**src/rtl/lc3b_types.sv**
```systemverilog
// Shared LC-3b widths and opcode encoding for the pipeline stages.
package lc3b_types;

   typedef logic [15:0] lc3b_word;
   typedef logic [2:0]  lc3b_reg;

   typedef enum logic [3:0] {
      op_br   = 4'b0000,
      op_add  = 4'b0001,
      op_ldb  = 4'b0010,
      op_stb  = 4'b0011,
      op_jsr  = 4'b0100,
      op_and  = 4'b0101,
      op_ldr  = 4'b0110,
      op_str  = 4'b0111,
      op_rti  = 4'b1000,
      op_not  = 4'b1001,
      op_ldi  = 4'b1010,
      op_sti  = 4'b1011,
      op_jmp  = 4'b1100,
      op_shf  = 4'b1101,
      op_lea  = 4'b1110,
      op_trap = 4'b1111
   } lc3b_opcode;

   // BR with nzp=000 never branches, so an all-zero word is a safe NOP.
   localparam lc3b_word nop_word = 16'h0000;

endpackage

```
**src/rtl/id_decode.sv**
```systemverilog
// Combinational register-field decode of the instruction held in ID.
module id_decode
   import lc3b_types::*;
(
   input  lc3b_word instruction,
   output lc3b_reg  src1,
   output lc3b_reg  src2,
   output lc3b_reg  dest,
   output logic     uses_sr1,
   output logic     uses_sr2
);

   lc3b_opcode opcode;
   logic [1:0] unused_bits;

   assign opcode      = lc3b_opcode'(instruction[15:12]);
   assign unused_bits = instruction[4:3];
   assign src1        = instruction[8:6];

   always_comb begin
      src2     = instruction[2:0];
      dest     = instruction[11:9];
      uses_sr1 = 1'b0;
      uses_sr2 = 1'b0;
      case (opcode)
         op_add, op_and: begin
            uses_sr1 = 1'b1;
            uses_sr2 = ~instruction[5];
         end
         op_str, op_stb, op_sti: begin
            // Store data sits in the dest field but is a read, not a write.
            src2     = instruction[11:9];
            uses_sr1 = 1'b1;
            uses_sr2 = 1'b1;
         end
         op_not, op_ldr, op_ldb, op_ldi, op_shf, op_jmp: begin
            uses_sr1 = 1'b1;
         end
         op_jsr: begin
            dest     = 3'd7;
            uses_sr1 = ~instruction[11];
         end
         op_trap: begin
            dest     = 3'd7;
         end
         default: begin
            uses_sr1 = 1'b0;
         end
      endcase
   end

endmodule

```
**src/rtl/id_stage.sv**
```systemverilog
// IF/ID pipeline register with load-use hazard detection and stall counter.
// state | meaning
// EMPTY | id_valid=0, nothing to issue
// HELD  | id_valid=1, instruction waits for or issues to EX
module id_stage
   import lc3b_types::*;
(
   input  logic       clk,
   input  logic       reset,
   input  logic       if_valid,
   input  lc3b_word   if_pc,
   input  lc3b_word   if_instruction,
   input  logic       flush,
   input  logic       ex_stall,
   input  logic       ex_valid,
   input  logic       ex_load,
   input  lc3b_reg    ex_dest,
   output logic       id_valid,
   output lc3b_word   id_pc,
   output lc3b_word   id_instruction,
   output lc3b_opcode id_opcode,
   output lc3b_reg    id_src1,
   output lc3b_reg    id_src2,
   output lc3b_reg    id_dest,
   output logic       id_issue,
   output logic       stall_if,
   input  logic       id_stall_count_reset,
   output logic [15:0] id_stall_count
);

   logic uses_sr1;
   logic uses_sr2;
   logic hazard;

   id_decode u_decode (
      .instruction (id_instruction),
      .src1        (id_src1),
      .src2        (id_src2),
      .dest        (id_dest),
      .uses_sr1    (uses_sr1),
      .uses_sr2    (uses_sr2)
   );

   assign id_opcode = lc3b_opcode'(id_instruction[15:12]);

   assign hazard = id_valid & ex_valid & ex_load &
                   ((uses_sr1 & (id_src1 == ex_dest)) |
                    (uses_sr2 & (id_src2 == ex_dest)));

   assign id_issue = id_valid & ~hazard & ~ex_stall & ~flush;
   assign stall_if = id_valid & (hazard | ex_stall) & ~flush;

   always_ff @(posedge clk or posedge reset) begin
      if (reset) begin
         id_valid       <= 1'b0;
         id_pc          <= '0;
         id_instruction <= nop_word;
      end else if (flush) begin
         id_valid       <= 1'b0;
      end else if (!stall_if) begin
         id_valid       <= if_valid;
         id_pc          <= if_pc;
         id_instruction <= if_instruction;
      end
   end

   // Only load-use bubbles are counted; back-pressure from EX is not.
   always_ff @(posedge clk or posedge reset) begin
      if (reset) begin
         id_stall_count <= '0;
      end else if (id_stall_count_reset) begin
         id_stall_count <= '0;
      end else if (hazard & ~flush) begin
         id_stall_count <= id_stall_count + 16'd1;
      end
   end

endmodule

```
**config.mk**
```make
export PLATFORM = sky130hd
export DESIGN_NAME = id_stage
export DESIGN_NICKNAME = d
export VERILOG_FILES = /design/src/rtl/lc3b_types.sv /design/src/rtl/id_decode.sv /design/src/rtl/id_stage.sv
export SDC_FILE = /design/constraint.sdc
export NUM_CORES = 1
export LEC_CHECK = 0
export ABC_AREA = 1
export BUFFER_PORTS_ARGS = -buffer_cell sky130_fd_sc_hd__buf_2
export CORE_UTILIZATION = 52
export CTS_CLUSTER_DIAMETER = 120
export CTS_CLUSTER_SIZE = 8
export DETAILED_ROUTE_END_ITERATION = 10
export GPL_TIMING_DRIVEN = 0
export MAX_ROUTING_LAYER = met4
export PLACE_DENSITY_LB_ADDON = 0.08
export SLEW_MARGIN = 5
export SYNTH_ARGS = -nofsm -noshare
export SYNTH_HDL_FRONTEND = slang
export SYNTH_SLANG_ARGS = --single-unit
```
**constraint.sdc**
```tcl
create_clock -name clk -period 3.3 [get_ports clk]
set_input_delay 0.66 -clock clk [delete_from_list [all_inputs] [get_ports clk]]
set_output_delay 0.66 -clock clk [all_outputs]
set_load 0.02 [all_outputs]
```
==> results.py, run 1 <==
metrics = {
    "power_and_ir_drop": {
        "vdd_ir_drop_max_v": 0.000237,
        "switchingPower_mw": 0.481,
        "p_sw_frac": 0.322,
        "leakagePower_nw": 1.92,
        "power_frac_comb": 0.251,
        "pwr_density_cell_mw_per_mm2": 438,
        "p_seq_frac": 0.462,
        "p_clk_frac": 0.287,
        "p_int_mw": 1.01,
    },
    "timing": {
        "layout_setup_ws_ns": 0.352,
        "timing.final.crit_share": 0.893,
        "holdWs_ns": 0.292,
        "fin_setup_tns_ns": 0,
        "finalHoldViolCount": 0,
        "setup_viol": 0,
        "maxSlewHeadroom": 0.656,
        "slew_violations": 0,
        "fmax_mhz": 339,
        "fin_skew_ns": 0.00574,
        "final.min_clock_period_ns": 2.95,
        "rsz0062_at_grt": "no",
        "worstMarginPinSlew_ns": 0.516,
    },
    "synthesis": {
        "synthTopCellsByArea": "dfrtp_1 (46%), nand2_1 (16%), nand3_1 (12%)",
        "yosys_warnings": 0,
        "ys_seq_elements": 49,
        "synth_top_area_frac": 0.459,
        "synth_area_mm2": 0.00267,
        "netlist_instances": 346,
        "synth_cell_type_count": 26,
        "synth_nets": 390,
        "yosysSeqAreaShare": 0.459,
        "yosysTopAreaCell": "dfrtp_1",
        "synth_area_per_cell_um2": 7.72,
    },
    "drt": {
        "drtAntennaViolNets": 0,
        "drt-initial-drc-count": 114,
        "wl_per_cell_um": 12.5,
        "dr_total_vias": 2640,
        "viasPerCell": 5.01,
        "first_pass_iters": 4,
        "postRouteWirelength_um": 6570,
        "drc": 0,
    },
    "setup_path": {
        "crit_path_frequent_cell": "nand2_1",
        "rr_startpoint": "id_instruction[13]",
        "critPathLaunchType": "flop",
        "crit_slowest_cell": "dfrtp_1",
        "path_buf_inv": 3,
        "endpoint": "stall_if",
        "required_ns": 2.64,
        "critPathLaunch": "id_instruction[13]",
        "rrSetupSlack_ns": 1.30,
        "timing.rr.end": "id_instruction[3]",
        "crit_path_end_kind": "output pin",
        "cp.arrival_ns": 2.29,
        "path_max_fanout": 10,
        "critical-path-top-delay-family": "simple AND/OR/NAND/NOR gates",
        "slowest_delay_ns": 0.47,
        "critPathKind": "reg -> out",
        "ff2ff_path_depth": 15,
        "worstSetupPathDepth": 15,
        "crit_chain": "nand2_2 -> clkinv_2 -> nand2_4 -> nand2_1 -> nand3_1 -> nand2_1 -> nor2_1 -> nand2_1 -> nand2_2 -> nand2_1 -> nand2_2 -> nand2_4 -> buf_2 -> nor2_1 -> buf_2",
    },
    "clock_network": {
        "postCtsHoldBufs": 0,
        "cts.sinks": 49,
        "cts_buffers": 5,
        "root_buffer": "clkbuf_8",
        "tritoncts": "yes",
        "clk_pin_slew_worst_paths_ns": 0.09,
        "insertion_delay_ns": 0.30,
        "cts_setup_buffers": 0,
        "htree_levels": 2,
        "cts_resized": 0,
        "clk_path_buf_depth": 2,
    },
    "outcome": {
        "status": "completed",
    },
    "grt": {
        "gr-usage-all-layers": 0.265,
        "grt_pass1_wl_um": 10600,
        "grt_overflow": 0,
        "grt_pass1_vias": 2342,
        "antenna_found_initial": 0,
        "grt_max_degree": 38,
    },
    "run": {
        "cap_violations": 0,
    },
    "layout": {
        "antenna_cells": 0,
        "area_growth_pct": 27.7,
        "nNetsFinal": 503,
        "fin_cells": 527,
        "fillerInstances": 425,
        "mostFrequentLayoutCells": "nand2_1 (112), buf_2 (110), nand3_1 (62)",
        "final_common_cell": "nand2_1",
        "drive_gt1_frac": 0.328,
        "final_area_mm2": 0.00341,
    },
    "floorplan": {
        "core_mm2": 0.00482,
        "placementRows": 25,
        "io_pins": 107,
        "die_width_um": 73.7,
        "dieHeight_um": 73.7,
        "initial_core_util": 0.554,
        "dieArea_mm2": 0.00543,
    },
    "placed_design": {
        "dp_hpwl_um": 4860,
        "place_ws_ns": 0.620,
        "gp_congestion": 0.836,
        "dp.cells": 519,
        "numPortBuffers": 105,
        "dpl_cell_area_mm2": 0.00330,
    },
    "worst_hold_path": {
        "hold_path_class": "in -> async",
    },
}
stage by stage:
stage               utilization  power (mW)
floorplan                     -       0.941
global placement          0.681        1.07
detailed placement        0.685        1.08
CTS                       0.708        1.50
global route              0.708        1.57
finish                    0.708        1.49
sequential cells by signal, summed over array words and instances, names as in the netlist:
register,flops
id_valid,1
id_instruction,16
id_pc,16
id_stall_count,16
how the worst min path moves through the flow:
stage | startpoint | to | slack (ns) | cells past startpoint
5_1_grt | reset | id_pc[9] | 0.30 | 2
3_3_place_gp | id_pc[0] | id_pc[0] | 0.45 | 2
6_report | reset | id_pc[7] | 0.29 | 2
3_5_place_dp | id_pc[0] | id_pc[0] | 0.45 | 2
4_1_cts | reset | id_pc[7] | 0.29 | 2
2_1_floorplan | id_instruction[3] | id_instruction[3] | 0.58 | 2
power by group through the flow:
| stage | Clock (mW) | Sequential [mW] | Combinational, mW |
|---|---|---|---|
| floorplan | 0 | 0.755 | 0.185 |
| global placement | 0 | 0.700 | 0.366 |
| detailed placement | 0 | 0.701 | 0.376 |
| CTS | 0.438 | 0.690 | 0.377 |
| global route | 0.458 | 0.696 | 0.413 |
| finish | 0.429 | 0.690 | 0.374 |
cell type report:
cell class	count	area, um2	area share
inverters	21	80.1	0.0235
well taps	67	83.8	0.0246
repair buffers	106	546	0.160
clock buffers	6	72.6	0.0213
plain buffers	20	134	0.0393
clock inverters	2	38.8	0.0114
flip-flops and latches	49	1230	0.360
multi-input cells	256	1230	0.361
Yosys cell counts (all sizes together):
cell type and n:
o21ai 7, xnor2 7, nand3b 1, or2 2, clkbuf 5, nand2 130
nand3 63, a21oi 1, nor3 3, xor2 8, nor4 3, o21a 1
nand4 3, buf 15, nor2 26, ha 1, dfrtp 49, clkinv 2
inv 19
routing by layer:
layer | part of all wire | track usage | vias up
met5 | 0 | - | -
met4 | 0.013 | 0.0876 | 0
met3 | 0.061 | 0.0439 | 9
met2 | 0.49 | 0.434 | 98
met1 | 0.43 | 0.334 | 1210
li1 | - | - | 1323
logic make-up after synthesis:
group	Yosys count	share of synthesized area
and+or+nand+nor	231	0.389
DFF	49	0.459
buffers and inverters	41	0.0801
xor gates and xnor gates	15	0.0492
AOI/OAI and AO/OA	9	0.0178
adders and majority gates	1	0.00469
No activity file was read; power rests on OpenSTA's default activity.
==> run 2: changes to the inputs <==
Settings changed: CORE_ASPECT_RATIO from default to 0.5, SYNTH_HIERARCHICAL from default to 1.
==> run 2 against run 1 <==
Against the previous run:
- combinational power about the same
- clock skew increased by 0.0024 ns
- non-clock buffer count unchanged
==> results.py, run 2 <==
metrics = {
    "setup_path": {
        "critical-path-top-delay-family": "simple AND/OR/NAND/NOR gates",
        "critPathLaunchType": "flop",
        "crit_path_end_kind": "output pin",
        "slowest_delay_ns": 0.50,
        "crit_path_frequent_cell": "nand2_1",
        "cp.arrival_ns": 2.43,
        "ff2ff_path_depth": 16,
        "path_max_fanout": 10,
        "critPathKind": "reg -> out",
        "path_buf_inv": 3,
        "required_ns": 2.64,
        "crit_slowest_cell": "dfrtp_1",
        "crit_chain": "nand2_2 -> nand2_2 -> nand2_1 -> nand2_1 -> inv_1 -> nand2_1 -> nand2_1 -> nor2_1 -> nand2_1 -> nand2_1 -> nand2_1 -> nand2_2 -> nand2_4 -> buf_2 -> nor2_1 -> buf_2",
        "worstSetupPathDepth": 16,
    },
    "floorplan": {
        "core_mm2": 0.00493,
        "dieHeight_um": 52.8,
        "die_width_um": 104,
        "dieArea_mm2": 0.00546,
        "io_pins": 107,
        "initial_core_util": 0.543,
        "placementRows": 18,
    },
    "clock_network": {
        "root_buffer": "clkbuf_8",
        "cts_buffers": 5,
        "postCtsHoldBufs": 0,
        "cts_resized": 0,
        "cts_setup_buffers": 0,
        "htree_levels": 2,
        "tritoncts": "yes",
        "clk_pin_slew_worst_paths_ns": 0.09,
        "cts.sinks": 49,
        "clk_path_buf_depth": 2,
        "insertion_delay_ns": 0.31,
    },
    "layout": {
        "final_common_cell": "nand2_1",
        "multi_input_comb_area_mm2": 0.00120,
        "nNetsFinal": 525,
        "final_area_mm2": 0.00340,
        "top_regs": "id_instruction (16), id_pc (16), id_stall_count (16)",
        "fin_cells": 552,
        "drive_gt1_frac": 0.303,
        "mostFrequentLayoutCells": "nand2_1 (140), buf_2 (110), nand3_1 (56)",
        "seqCellArea_mm2": 0.00123,
        "antenna_cells": 0,
        "area_growth_pct": 27.0,
        "fillerInstances": 441,
    },
    "drt": {
        "drtAntennaViolNets": 0,
        "postRouteWirelength_um": 6600,
        "viasPerCell": 4.99,
        "wl_per_cell_um": 12.0,
        "drc": 0,
        "dr_total_vias": 2756,
        "first_pass_iters": 6,
        "drt-initial-drc-count": 143,
    },
    "synthesis": {
        "synth_area_mm2": 0.00268,
        "async_flop_share": 1.00,
        "synth_xor_area_frac": 0.0229,
        "yosysSeqAreaShare": 0.458,
        "synth_cell_type_count": 26,
        "synth_top_family_by_area": "simple AND/OR/NAND/NOR gates",
        "ys_seq_elements": 49,
        "synthAdderAreaFrac": 0.00467,
        "synthFlopType": "dfrtp_1",
        "synth_nets": 411,
        "muxShareOfSynthArea": 0,
        "yosysTopAreaCell": "dfrtp_1",
        "synth_simple_gate_area_frac": 0.389,
        "synth_top_area_frac": 0.458,
        "yosysMostFrequentCell": "nand2_1",
        "synthTopCellsByArea": "dfrtp_1 (46%), nand2_1 (20%), nand3_1 (10%)",
        "synth_edf_count": 0,
        "netlist_instances": 367,
        "yosys_warnings": 6,
        "synth_common_cells": "nand2_1 (140), nand3_1 (56), dfrtp_1 (49)",
        "synth_area_per_cell_um2": 7.30,
        "synth_compound_area_frac": 0.0304,
    },
    "grt": {
        "grt_pass1_vias": 2447,
        "grt_pass1_wl_um": 10700,
        "antenna_found_initial": 0,
        "grt_overflow": 0,
        "grt_max_degree": 42,
        "gr-usage-all-layers": 0.262,
    },
    "placed_design": {
        "numPortBuffers": 106,
        "place_ws_ns": 0.595,
        "gp_congestion": 0.968,
        "dp_hpwl_um": 5100,
        "dp.cells": 544,
        "dpl_cell_area_mm2": 0.00332,
    },
    "timing": {
        "timing.final.crit_share": 0.935,
        "setup_viol": 0,
        "finalHoldViolCount": 0,
        "slew_violations": 0,
        "fin_skew_ns": 0.00816,
        "final.min_clock_period_ns": 3.09,
        "maxSlewHeadroom": 0.687,
        "worstMarginPinSlew_ns": 0.470,
        "fin_setup_tns_ns": 0,
        "rsz0062_at_grt": "no",
        "layout_setup_ws_ns": 0.213,
        "fmax_mhz": 324,
    },
    "power_and_ir_drop": {
        "pwr_density_cell_mw_per_mm2": 414,
        "leakagePower_nw": 1.94,
        "vdd_ir_drop_max_v": 0.000210,
    },
    "run": {
        "cap_violations": 0,
    },
    "worst_hold_path": {
        "hold_path_class": "in -> async",
    },
    "outcome": {
        "status": "completed",
    },
}
-- run 2: cell types whose count changed in the layout (fill, tap and decap cells not counted), moves of 5 or more --
cell / previous run / this run
inv_2: 1 / 6
clkbuf_1: 6 / 1
xnor2_1: 7 / 1
inv_1: 18 / 27
nand2_1: 112 / 140
nand2_2: 15 / 4
o21ai_1: 0 / 7
nand3_1: 62 / 56
-- run 2: cells by family (layout without fill, tap and decap cells) --
logic type,Yosys count,after routing
fa+ha+maj,1,1
simple gates,243,243
flops,49,49
compound gates,15,15
buf+inv,52,167
xor+xnor,7,7
-- run 2: final cells by class --
| type | count | area share |
|---|---|---|
| buffer | 19 | 0.0390 |
| clock buffer | 5 | 0.0202 |
| clock inverter | 3 | 0.00515 |
| inverter | 33 | 0.0364 |
| multi-input combinational | 266 | 0.351 |
| sequential | 49 | 0.360 |
| tap | 70 | 0.0257 |
| timing repair buffer | 107 | 0.162 |
-- run 2: path summary, 6_finish.rpt --
| path | slack, ns | end | startpoint |
|---|---|---|---|
| min in group clk | 0.48 | id_pc[10] | id_pc[10] |
| worst max-delay path | 0.21 | stall_if | id_instruction[15] |
| worst min-delay path | 0.25 | id_stall_count[1] | reset |
| worst min register to register | 0.48 | id_pc[10] | id_pc[10] |
| max in group asynchronous | 2.57 | id_pc[10] | reset |
| worst max register to register | 1.18 | id_stall_count[9] | id_instruction[15] |
-- run 2: per-stage QoR --
stage | util | hold slack, ns | power (mW)
after floorplan | - | 0.577 | 0.933
after global placement | 0.668 | 0.451 | 1.06
after detailed placement | 0.673 | 0.458 | 1.07
after CTS | 0.690 | 0.247 | 1.42
after global routing | 0.690 | 0.255 | 1.49
final | 0.690 | 0.251 | 1.41
-- run 2: power by group --
part / internal [mW] / switching [mW] / total [mW]
combinational: 0.135 / 0.239 / 0.373
sequential: 0.647 / 0.0383 / 0.685
clock: 0.147 / 0.203 / 0.350
-- run 2: metal layers --
metal	wire (um)	global-route usage	vias up
met1	2850	0.292	1287
li1	-	-	1375
met3	330	0.0559	14
met4	89	0.114	0
met2	3330	0.471	80
met5	0	-	-
==> run 3: changes to the inputs <==
Settings changed: ABC_AREA 1 to default, ABC_CLOCK_PERIOD_IN_PS from default to 3300, CORE_MARGIN from default to 1.
==> run 3 against run 2 <==
Against the previous run:
- global-route usage fell by 1.8 points
- worst hold slack better by 0.14 ns
- sequential share of layout area is 0.53 points higher
- non-clock buffer count decreased by 1
- sequential cell count unchanged
- design area fell by 1.2%
- first-iteration DRC count shrank 53%
- clock power rose by 4%
- clock skew fell by 0.0038 ns
- cell count down 27%
- sequential power grew 2.9%
- critical path type unchanged
- largest cell class is now multi-input combinational cells
==> results.py, run 3 <==
metrics = {
    "outcome": {
        "status": "completed",
    },
    "floorplan": {
        "placementRows": 17,
        "dieHeight_um": 52.2,
        "core_mm2": 0.00462,
        "initial_core_util": 0.567,
        "io_pins": 107,
        "dieArea_mm2": 0.00534,
        "die_width_um": 102,
    },
    "setup_path": {
        "crit_slowest_cell": "dfrtp_2",
        "cp.arrival_ns": 2.48,
        "path_buf_inv": 2,
        "rr_startpoint": "id_instruction[15]",
        "crit_chain": "nand2_1 -> nand3_1 -> mux2_2 -> xnor2_1 -> nand4_4 -> buf_6 -> a21o_1 -> a21oi_1 -> buf_2",
        "path_max_fanout": 10,
        "critPathLaunchType": "flop",
        "crit_path_end_kind": "output pin",
        "critPathKind": "reg -> out",
        "required_ns": 2.64,
        "rrSetupSlack_ns": 0.69,
        "timing.rr.end": "id_instruction[7]",
        "ff2ff_path_depth": 9,
        "slowest_delay_ns": 0.44,
        "critical-path-top-delay-family": "flip-flops",
    },
    "layout": {
        "fin_cells": 403,
        "mostFrequentLayoutCells": "buf_2 (107), dfrtp_1 (47), mux2_2 (46)",
        "top_regs": "id_instruction (16), id_pc (16), id_stall_count (16)",
        "antenna_cells": 0,
        "final_common_cell": "buf_2",
        "seqCellArea_mm2": 0.00123,
        "fin_util": 0.728,
        "fillerInstances": 352,
        "area_growth_pct": 28.3,
        "drive_gt1_frac": 0.561,
        "multi_input_comb_area_mm2": 0.00125,
        "nNetsFinal": 380,
    },
    "synthesis": {
        "synthTopCellsByArea": "dfrtp_1 (47%), mux2_2 (20%), nor2b_1 (3.3%)",
        "synth_common_cells": "dfrtp_1 (49), mux2_2 (46), nor2_1 (21)",
        "async_flop_share": 1.00,
        "synth_compound_area_frac": 0.0817,
        "yosysSeqAreaShare": 0.468,
        "synth_top_area_frac": 0.468,
        "yosysMostFrequentCell": "dfrtp_1",
        "synth_cell_type_count": 34,
        "synth_nets": 265,
        "synthAdderAreaFrac": 0.00478,
        "ys_seq_elements": 49,
        "synth_area_per_cell_um2": 11.8,
        "synthFlopType": "dfrtp_1",
        "synth_simple_gate_area_frac": 0.150,
        "yosys_warnings": 6,
        "synth_top_family_by_area": "multiplexers",
        "synth_area_mm2": 0.00262,
        "yosysTopAreaCell": "dfrtp_1",
        "synth_edf_count": 0,
        "netlist_instances": 221,
        "muxShareOfSynthArea": 0.219,
        "synth_xor_area_frac": 0.0201,
    },
    "worst_hold_path": {
        "hold_path_class": "in -> async",
    },
    "drt": {
        "drc": 0,
        "drt-initial-drc-count": 67,
        "dr_total_vias": 2147,
        "first_pass_iters": 4,
        "drtAntennaViolNets": 0,
        "wl_per_cell_um": 14.6,
        "postRouteWirelength_um": 5890,
        "viasPerCell": 5.33,
    },
    "power_and_ir_drop": {
        "leakagePower_nw": 1.62,
        "pwr_density_cell_mw_per_mm2": 459,
        "vdd_ir_drop_max_v": 0.000214,
    },
    "timing": {
        "finalHoldViolCount": 0,
        "worstMarginPinSlew_ns": 0.544,
        "slew_violations": 0,
        "rsz0062_at_grt": "no",
        "fin_skew_ns": 0.00438,
        "final.min_clock_period_ns": 3.14,
        "timing.final.crit_share": 0.951,
        "fin_setup_tns_ns": 0,
        "maxSlewHeadroom": 0.637,
        "fmax_mhz": 319,
        "holdWs_ns": 0.387,
        "setup_viol": 0,
    },
    "grt": {
        "grt_max_degree": 27,
        "gr-usage-all-layers": 0.244,
        "grt_pass1_vias": 2051,
        "antenna_found_initial": 0,
        "grt_pass1_wl_um": 9440,
        "grt_overflow": 0,
    },
    "clock_network": {
        "cts_buffers": 5,
        "htree_levels": 2,
        "cts.sinks": 49,
        "insertion_delay_ns": 0.30,
        "postCtsHoldBufs": 0,
        "tritoncts": "yes",
        "clk_path_buf_depth": 2,
        "clk_pin_slew_worst_paths_ns": 0.09,
        "root_buffer": "clkbuf_8",
    },
    "placed_design": {
        "dp.cells": 394,
        "gp_congestion": 0.786,
        "numPortBuffers": 106,
        "dp_hpwl_um": 4440,
    },
    "run": {
        "cap_violations": 0,
    },
}
==> run 3: cell families after synthesis <==
logic type,count (synthesis)
xor+xnor,6
simple gates,68
fa+ha+maj,1
buf+inv,21
compound gates,25
flops,49
mux,51
==> run 3: timing repair <==
action / CTS / global route
setup buffers: 1 / 0
gates resized for setup: 0 / 3
endpoints found under the setup margin: 2 / 2
pin swaps: 1 / 0
==> run 3: area by class of cell <==
cell class | count | area share
buffer | 17 | 0.0395
clock buffer | 5 | 0.0205
sequential | 49 | 0.366
clock inverter | 3 | 0.00670
multi-input combinational | 151 | 0.373
timing repair buffer | 108 | 0.166
inverter | 4 | 0.00447
tap | 66 | 0.0246
==> run 3: worst reg2reg max path, cell delays in order, from the launching register on <==
cell     delay [ns]
dfrtp_2        0.44
nand2_1        0.12
nand3_1        0.17
mux2_2         0.38
xnor2_1        0.23
nand4_4        0.14
buf_4          0.20
a31oi_4        0.28
buf_6          0.20
mux2_2         0.35
==> run 3: worst max path at each step <==
| stage | from | cells past startpoint | to |
|---|---|---|---|
| after global routing | id_instruction[15] | 9 | stall_if |
| after detailed placement | id_instruction[15] | 9 | stall_if |
| after floorplan | id_instruction[15] | 8 | stall_if |
| final | id_instruction[15] | 9 | stall_if |
| after global placement | id_instruction[15] | 9 | stall_if |
| after CTS | id_instruction[15] | 9 | stall_if |
==> run 3: routing by layer <==
| metal | vias to the layer above | global-route usage | share of wire | routed length, um |
|---|---|---|---|---|
| li1 | 1010 | - | - | - |
| met1 | 1057 | 0.286 | 0.43 | 2520 |
| met2 | 73 | 0.432 | 0.51 | 3030 |
| met3 | 7 | 0.0520 | 0.050 | 296 |
| met4 | 0 | 0.0690 | 0.0078 | 46 |
| met5 | - | - | 0 | 0 |
==> run 3: power breakdown <==
group          switching (mW)  internal, mW  total (mW)
Combinational           0.270         0.207       0.476
Sequential             0.0448         0.660       0.705
Clock                   0.212         0.151       0.363
==> run 3: through the flow <==
| step | setup WS [ns] | total power [mW] | instance area (um2) |
|---|---|---|---|
| after floorplan | 0.211 | 1.03 | 2620 |
| after CTS | 0.0244 | 1.56 | 3350 |
| after detailed placement | 0.258 | 1.19 | 3250 |
| after global placement | 0.314 | 1.18 | 3230 |
| after global routing | 0.0210 | 1.62 | 3360 |
| final | 0.163 | 1.54 | 3360 |
